[config.mk]
export PLATFORM = sky130hd
export DESIGN_NAME = display_scan_ctrl
export DESIGN_NICKNAME = d
export VERILOG_FILES = /design/src/rtl/display_scan_ctrl.sv
export SDC_FILE = /design/constraint.sdc
export NUM_CORES = 1
export LEC_CHECK = 0
export ABC_AREA = 1
export BUFFER_PORTS_ARGS = -buffer_cell sky130_fd_sc_hd__buf_2
export CAP_MARGIN = 0
export CORE_ASPECT_RATIO = 1.4
export CORE_UTILIZATION = 55
export CTS_BUF_LIST = sky130_fd_sc_hd__clkbuf_4 sky130_fd_sc_hd__clkbuf_8
export DETAILED_ROUTE_END_ITERATION = 16
export GPL_ROUTABILITY_DRIVEN = 1
export PLACE_DENSITY_LB_ADDON = 0.15
export SYNTH_ARGS = -nofsm -noshare
export SYNTH_HDL_FRONTEND = slang
export SYNTH_SLANG_ARGS = --single-unit
[constraint.sdc]
create_clock -name clk -period 1.8 [get_ports clk]
set_clock_uncertainty 0.2 [all_clocks]
set_input_delay 0.36 -clock clk [delete_from_list [all_inputs] [get_ports clk]]
set_output_delay 0.36 -clock clk [all_outputs]
set_load 0.03 [all_outputs]
[src/rtl/display_scan_ctrl.sv]
// Time-multiplexed scan controller for NUM_DIGITS common-anode digits sharing one 7-seg decoder.
// Optional leading-zero blanking at commit when DISPLAY_SCAN_LZB_EN is defined.
module display_scan_ctrl #(
    parameter int unsigned NUM_DIGITS   = 4,
    parameter int unsigned REFRESH_DIV  = 50000,
    parameter int unsigned GUARD_CYCLES = 8
) (
    input  logic                      clk,
    input  logic                      reset,
    input  logic                      load,
    input  logic [4*NUM_DIGITS-1:0]   value,
    input  logic [NUM_DIGITS-1:0]     blank_mask,
    output logic                      ready,
    output logic [3:0]                digit_code,
    output logic [NUM_DIGITS-1:0]     digit_en,
    output logic                      frame_done
);

    localparam int unsigned CntMax = (REFRESH_DIV > GUARD_CYCLES) ? REFRESH_DIV : GUARD_CYCLES;
    localparam int unsigned CntW   = $clog2(CntMax + 1);
    localparam int unsigned IdxW   = $clog2(NUM_DIGITS);

    localparam logic [CntW-1:0] GuardLast = CntW'(GUARD_CYCLES - 1);
    localparam logic [CntW-1:0] ScanLast  = CntW'(REFRESH_DIV - 1);
    localparam logic [IdxW-1:0] IdxLast   = IdxW'(NUM_DIGITS - 1);

    typedef enum logic [0:0] {StGuard, StScan} state_e;

    state_e                    state_q;
    logic [CntW-1:0]           cnt_q;
    logic [IdxW-1:0]           idx_q;
    logic [4*NUM_DIGITS-1:0]   act_val_q;
    logic [NUM_DIGITS-1:0]     act_mask_q;
    logic [4*NUM_DIGITS-1:0]   sh_val_q;
    logic [NUM_DIGITS-1:0]     sh_mask_q;
    logic                      pending_q;

    logic                      commit;
    logic [NUM_DIGITS-1:0]     lz_mask;
    logic [NUM_DIGITS-1:0]     new_mask;
    logic [NUM_DIGITS-1:0]     scan_en;
    logic [IdxW-1:0]           idx_nxt;

    // Commit lands on the last guard cycle ahead of digit 0, i.e. at the frame boundary.
    assign commit = (state_q == StGuard) && (cnt_q == GuardLast) && (idx_q == '0) && pending_q;

`ifdef DISPLAY_SCAN_LZB_EN
    logic seen;
    always_comb begin
        lz_mask = '0;
        seen    = 1'b0;
        for (int k = int'(NUM_DIGITS) - 1; k >= 1; k--) begin
            seen       = seen | (sh_val_q[4*k +: 4] != 4'h0);
            lz_mask[k] = ~seen;
        end
    end
`else
    assign lz_mask = '0;
`endif

    assign new_mask = commit ? (sh_mask_q | lz_mask) : act_mask_q;
    assign idx_nxt  = (idx_q == IdxLast) ? '0 : idx_q + IdxW'(1);

    always_comb begin
        scan_en = '1;
        if (!new_mask[idx_q]) begin
            scan_en[idx_q] = 1'b0;
        end
    end

    always_ff @(posedge clk) begin
        if (reset) begin
            state_q    <= StGuard;
            cnt_q      <= '0;
            idx_q      <= '0;
            act_val_q  <= '0;
            act_mask_q <= '0;
            sh_val_q   <= '0;
            sh_mask_q  <= '0;
            pending_q  <= 1'b0;
            ready      <= 1'b1;
            digit_code <= 4'h0;
            digit_en   <= '1;
            frame_done <= 1'b0;
        end else begin
            if (load && ready) begin
                sh_val_q  <= value;
                sh_mask_q <= blank_mask;
                pending_q <= 1'b1;
                ready     <= 1'b0;
            end else if (commit) begin
                pending_q <= 1'b0;
                ready     <= 1'b1;
            end

            if (commit) begin
                act_val_q  <= sh_val_q;
                act_mask_q <= sh_mask_q | lz_mask;
            end

            frame_done <= 1'b0;

            case (state_q)
                StGuard: begin
                    if (cnt_q == GuardLast) begin
                        state_q  <= StScan;
                        cnt_q    <= '0;
                        digit_en <= scan_en;
                        if (commit) begin
                            digit_code <= sh_val_q[3:0];
                        end
                        // A one-cycle slot makes the first scan cycle also the last.
                        if (REFRESH_DIV == 1 && idx_q == IdxLast) begin
                            frame_done <= 1'b1;
                        end
                    end else begin
                        cnt_q <= cnt_q + CntW'(1);
                    end
                end
                StScan: begin
                    if (cnt_q == ScanLast) begin
                        state_q    <= StGuard;
                        cnt_q      <= '0;
                        idx_q      <= idx_nxt;
                        digit_en   <= '1;
                        digit_code <= act_val_q[idx_nxt*4 +: 4];
                    end else begin
                        cnt_q <= cnt_q + CntW'(1);
                        if (idx_q == IdxLast && (cnt_q + CntW'(1)) == ScanLast) begin
                            frame_done <= 1'b1;
                        end
                    end
                end
                default: state_q <= StGuard;
            endcase
        end
    end

endmodule

---- Word level (Yosys, flattened, before mapping) ----
Index checks and enable logic that the tools add are counted.
storage, ports and cells
  flip-flop bits (word level) ............. 70
  input port bits ......................... 23
  output and inout bits ................... 10
  logic and storage cells ................. 63
operators by class
  add/sub/neg operators ................... 2
  $lt $le $gt $ge ......................... 2
  eq/ne operators ......................... 7
  shift-type cells ........................ 1
  muxes and demuxes ....................... 25
  bitwise logic cells ..................... 2
  reduce and logical (&&, ||, !) cells .... 12
operators with widths
  cell                     count
  $eq A16 B16 Y1 const B   2
  $mux W16                 2
  $pmux W16 S2             1
  $mux W4                  7
  $add A16 B1 Y16 const B  1
  $eq A16 B3 Y1 const B    1
  $pmux W4 S2              2
  $shiftx A16 B5 Y4        1
  $mux W1                  9
  $logic_and A1 B1 Y1      6
  $ne A2 B1 Y1 const B     2
  $not A4 Y4               1
  $reduce_and A2 Y1        2
  $lt A2 B3 Y1 const B     1
  $reduce_and A3 Y1        1
  $reduce_or A3 Y1         1
  $add A2 B1 Y2 const B    1
  $bmux W1 S2              1
  $demux W1 S2             1
  $eq A2 B2 Y1 const B     1
  $ge A2 B1 Y1 const B     1
  $logic_not A2 Y1         1
  $mux W2                  1
  $ne A2 B2 Y1 const B     1
  other kinds (3)          3

---- Longest topological paths before layout ----
  depth after elaboration ................. 10
  gate-level depth with buffers ........... 13
  gate-level depth less buffers ........... 13

---- Least setup slack after synthesis ----
No wires, ideal clock.
  kind .................................... register -> register
  start point ............................. reg idx_q[0]
  end point ............................... reg digit_code[1]
  library setup time ...................... 116 ps
  arrival ................................. 1561 ps
  required time ........................... 1484 ps
  setup slack ............................. -76 ps
  cell stages (with the launch flop) ...... 10
  path buffers ............................ 0
  period minus slack after synthesis ...... 1876 ps
  cell sequence ........................... dfxtp_1 ha_1 nor2_1 inv_1 o21ai_0 o22ai_1 nand2_1 o21ai_0 o21ai_0 nor2_1
between the ends
  longest elaborated chain between the ends .. 5
  elaborated cells on any way between the ends .. 11
  classes of those cells .................. add/sub (1); eq/ne (2); shift (1); mux (3); reduce/logical (4)
RTL lines
  element                                                          RTL line  source
  start, declared                                                  31        logic [IdxW-1:0] idx_q;
  start signal, assigned                                           124       idx_q <= idx_nxt;
  $add A2 B1 Y2, or another cell as far along                      62        assign idx_nxt = (idx_q == IdxLast) ? '0 : idx_q + IdxW'(1);
  $mux W2 / $logic_and A1 B1 Y1 (equally long branches)            62, 45
  $shiftx A16 B5 Y4 / $logic_and A1 B1 Y1 (equally long branches)  126, 45
  $mux W4 / $ne A2 B2 Y1 (equally long branches)                   -
  $pmux W4 S2 / $reduce_and A3 Y1 (equally long branches)          -
  end signal, assigned                                             110       digit_code <= sh_val_q[3:0];
  end signal, assigned                                             126       digit_code <= act_val_q[idx_nxt*4 +: 4];
  end, declared                                                    14        output logic [3:0] digit_code,
Parallel ways exist; a longest one is shown, timed or not. The select of a mux whose other input is x is not followed.
A chain may end at the register's enable or synchronous reset.

---- Worst setup path in the final report ----
  start point ............................. reg cnt_q[1]
  end point ............................... reg digit_en[3]
between the ends
  longest elaborated chain between the ends .. 10
  elaborated cells on any way between the ends .. 14
  classes of those cells .................. eq/ne (4); mux (6); reduce/logical (4)
RTL lines
  element                           RTL line  source
  start, declared                   30        logic [CntW-1:0] cnt_q;
  start signal, assigned            117       cnt_q <= cnt_q + CntW'(1);
  start signal, assigned            128       cnt_q <= cnt_q + CntW'(1);
  $eq A16 B3 Y1                     45, 105
  $logic_and A1 B1 Y1 (3 in a row)  45        assign commit = (state_q == StGuard) && (cnt_q == GuardLast) && (idx_q == '0) && pending_q;
  $mux W4                           -
  $bmux W1 S2                       66        if (!new_mask[idx_q]) begin
  $mux W1 (not written as such)     66
  $mux W4                           66
  $mux W4                           105       if (cnt_q == GuardLast) begin
  $pmux W4 S2                       103       case (state_q)
  end signal, assigned              108       digit_en <= scan_en;
  end, declared                     15        output logic [NUM_DIGITS-1:0] digit_en,
Parallel ways exist; a longest one is shown, timed or not. The select of a mux whose other input is x is not followed.

==> flow_summary.json <==
{
  "wl_met2_mm": 3.77,
  "track_usage_pct": 25.3,
  "max-slew-margin-rel_pct": 63.6,
  "netlist_area_mm2": 0.00310,
  "synthDistinctLibCells": 34,
  "layout_min_cycle_time_ps": 1900,
  "drt-total-wl_mm": 7.00,
  "crit_family": "simple AND/OR/NAND/NOR gates",
  "met3WireLength_um": 226,
  "yosys.area.top_type_share_pct": 45.3,
  "slowest_delay_ps": 360,
  "yosys.area.top_type": "dfxtp_1",
  "n_antenna_cell": 0,
  "dpl.cell_count": 523,
  "numPortBuffers": 32,
  "worst-endpoint-required_ps": 1900,
  "antenna_found_initial": 0,
  "clkTransAtPathRegs_ps": 80,
  "final_common_cell": "nor2_1",
  "grt_pass1_vias": 2657,
  "final_cell_mix": "nor2_1, dfxtp_1, o21ai_0",
  "path_cells": "ha_4, nand2_4, inv_2, nand2_2, nor2_4, nand2_2, nor2_4, nand3_2, nand3_2, nand3_4, nand3_1, nand2_1, inv_1",
  "cts_buffers": 9,
  "root_buffer": "clkbuf_8",
  "routabilityCongestion": 0.807,
  "hold_viol_final": 0,
  "std_cell_rows": 32,
  "endpoint_kind": "flip-flop",
  "status": "complete, but fails checks",
  "die_h_um": 90.8,
  "tritoncts": "done",
  "stdcell_count": 545,
  "cts.sinks": 70,
  "cts.path.max_buffers": 2,
  "area_growth_pct": 26.4,
  "p_leak_nw": 1.71,
  "final.setup.tns_ps": -820,
  "boundaryPins": 33,
  "max_freq_mhz": 526,
  "place_ws_ps": -18.7,
  "synth_fp_nets": 444,
  "fin_crit_sh_pct": 106,
  "ys_warn_count": 0,
  "die_x_um": 65.4,
  "hold_buffers": 0,
  "setup_ws_ps": -102,
  "critPathSlowestCell": "dfxtp_2",
  "antenna_left": 0,
  "power_density_mw_per_mm2": 836,
  "cts.htree.levels": 3,
  "crit_path_max_fanout": 4,
  "slew_viol_final": 0,
  "grt_max_degree": 44,
  "nets": 501,
  "rsz0062_at_grt": "true",
  "viasPerCell": 5.11,
  "ys_top_cells_by_area": "dfxtp_1, nor2_1, o21ai_0, nand2_1, inv_1",
  "finalSetupViolCount": 20,
  "insertion_delay_ps": 350,
  "synthCells": 415,
  "worst_pin_slew_ps": 545,
  "highest_layer": "met4",
  "cp_num_buf_inv": 2,
  "drive_above_1_share_pct": 26.6,
  "drv_cap": 0,
  "drc": 0,
  "worstPathArrival_ps": 2000,
  "die_area_mm2": 0.00594,
  "grt_pass1_wl_mm": 11.4,
  "vias": 2786,
  "dp_hpwl_mm": 4.83,
  "violations": "setup timing",
  "drt_iter0_markers": 115,
  "syn_avg_cell_area_um2": 7.46,
  "initial_utilization_pct": 56.5,
  "cp-start-kind": "flip-flop",
  "critPathKind": "flip-flop to flip-flop",
  "ys_seq_elements": 70,
  "drtPass1Iterations": 4,
  "vdd_drop_max_uv": 701,
  "routedWlPerCell_um": 12.8,
  "core_area_mm2": 0.00549,
  "ys_seq_area_share_pct": 45.3,
  "hp-class": "primary input to flip-flop",
  "wl_met1_mm": 2.89,
  "overflow": 0
}
## registers in the layout (all words and copies together) (netlist names)
name,cells
act_mask_q,4
act_val_q,16
cnt_q,16
digit_code,4
digit_en,4
frame_done,1
idx_q,2
pending_q,1
ready,1
sh_mask_q,4
sh_val_q,16
state_q,1
## final cells by class
type	count	area (µm²)
fill	445	1570
inverter	38	143
sequential	70	1410
clock inverter	5	81.3
timing repair buffer	60	407
clock buffer	11	151
multi-input combinational	293	1640
tap	68	85.1
## power breakdown
group,internal (W),switching (W)
Combinational,0.0000779,0.000109
Sequential,0.00159,0.0000313
Clock,0.000855,0.000604
## worst min-delay path, cell delays in order
cell and delay (ps):
buf_2 70, o21ai_0 70, nor2_1 70
## cells in the mapped netlist (all sizes together)
master	instances
o21ai	56
a21oi	15
nand2	42
dfxtp	70
nand3b	2
o22ai	4
xnor2	4
and2	1
nor4	1
nor2	119
xor2	9
buf	5
inv	38
nor3	4
ha	6
a211oi	1
nand3	20
clkbuf	9
or2	4
nand4	5
## routing by layer
metal | GRT usage [%] | up-vias
met4 | 12.0 | 0
li1 | - | 1439
met5 | 0 | -
met3 | 5.68 | 12
met2 | 45.8 | 46
met1 | 26.5 | 1289
## path summary, 6_finish.rpt
kind / from / endpoint / slack [ps] / cells past startpoint
max: cnt_q[1]$_SDFF_PP0_ / digit_en[3]$_SDFFE_PP1P_ / -100 / 13
min: blank_mask[1] / sh_mask_q[1]$_SDFFE_PP0P_ / 50 / 3
max reg2reg: cnt_q[1]$_SDFF_PP0_ / digit_en[3]$_SDFFE_PP1P_ / -100 / 13
min reg2reg: sh_val_q[2]$_SDFFE_PP0P_ / act_val_q[2]$_SDFFE_PP0N_ / 280 / 2
## timing repair
item | 4_1_cts | 5_1_grt
endpoints found under the setup margin | 6 | 31
gates resized for setup | 6 | 36
buffers inserted | 3 | 3
cloned | 0 | 0
pin swaps | 0 | 9
## per-stage QoR
| stage | power, W | instance area, µm² | hold WS, ps | util [%] |
|---|---|---|---|---|
| after floorplan | 0.00177 | 3110 | 239 | - |
| after global placement | 0.00184 | 3480 | 259 | 63.5 |
| after detailed placement | 0.00185 | 3480 | 265 | 63.5 |
| after CTS | 0.00329 | 3770 | 46.4 | 68.7 |
| after global routing | 0.00341 | 3910 | 53.3 | 71.4 |
| final | 0.00327 | 3910 | 48.8 | 71.4 |
## cells by family (layout without fill, tap and decap cells)
logic type / after synthesis / count (layout) / synth area share [%]
buffers and inverters: 52 / 114 / 6.71
flip-flops: 70 / 70 / 45.3
AND/OR/NAND/NOR: 198 / 198 / 29.4
AO/OA/AOI/OAI: 76 / 76 / 12.5
adder cells (fa/ha/maj): 6 / 6 / 2.42
XOR/XNOR: 13 / 13 / 3.68
Power figures use the tool's default switching activity.
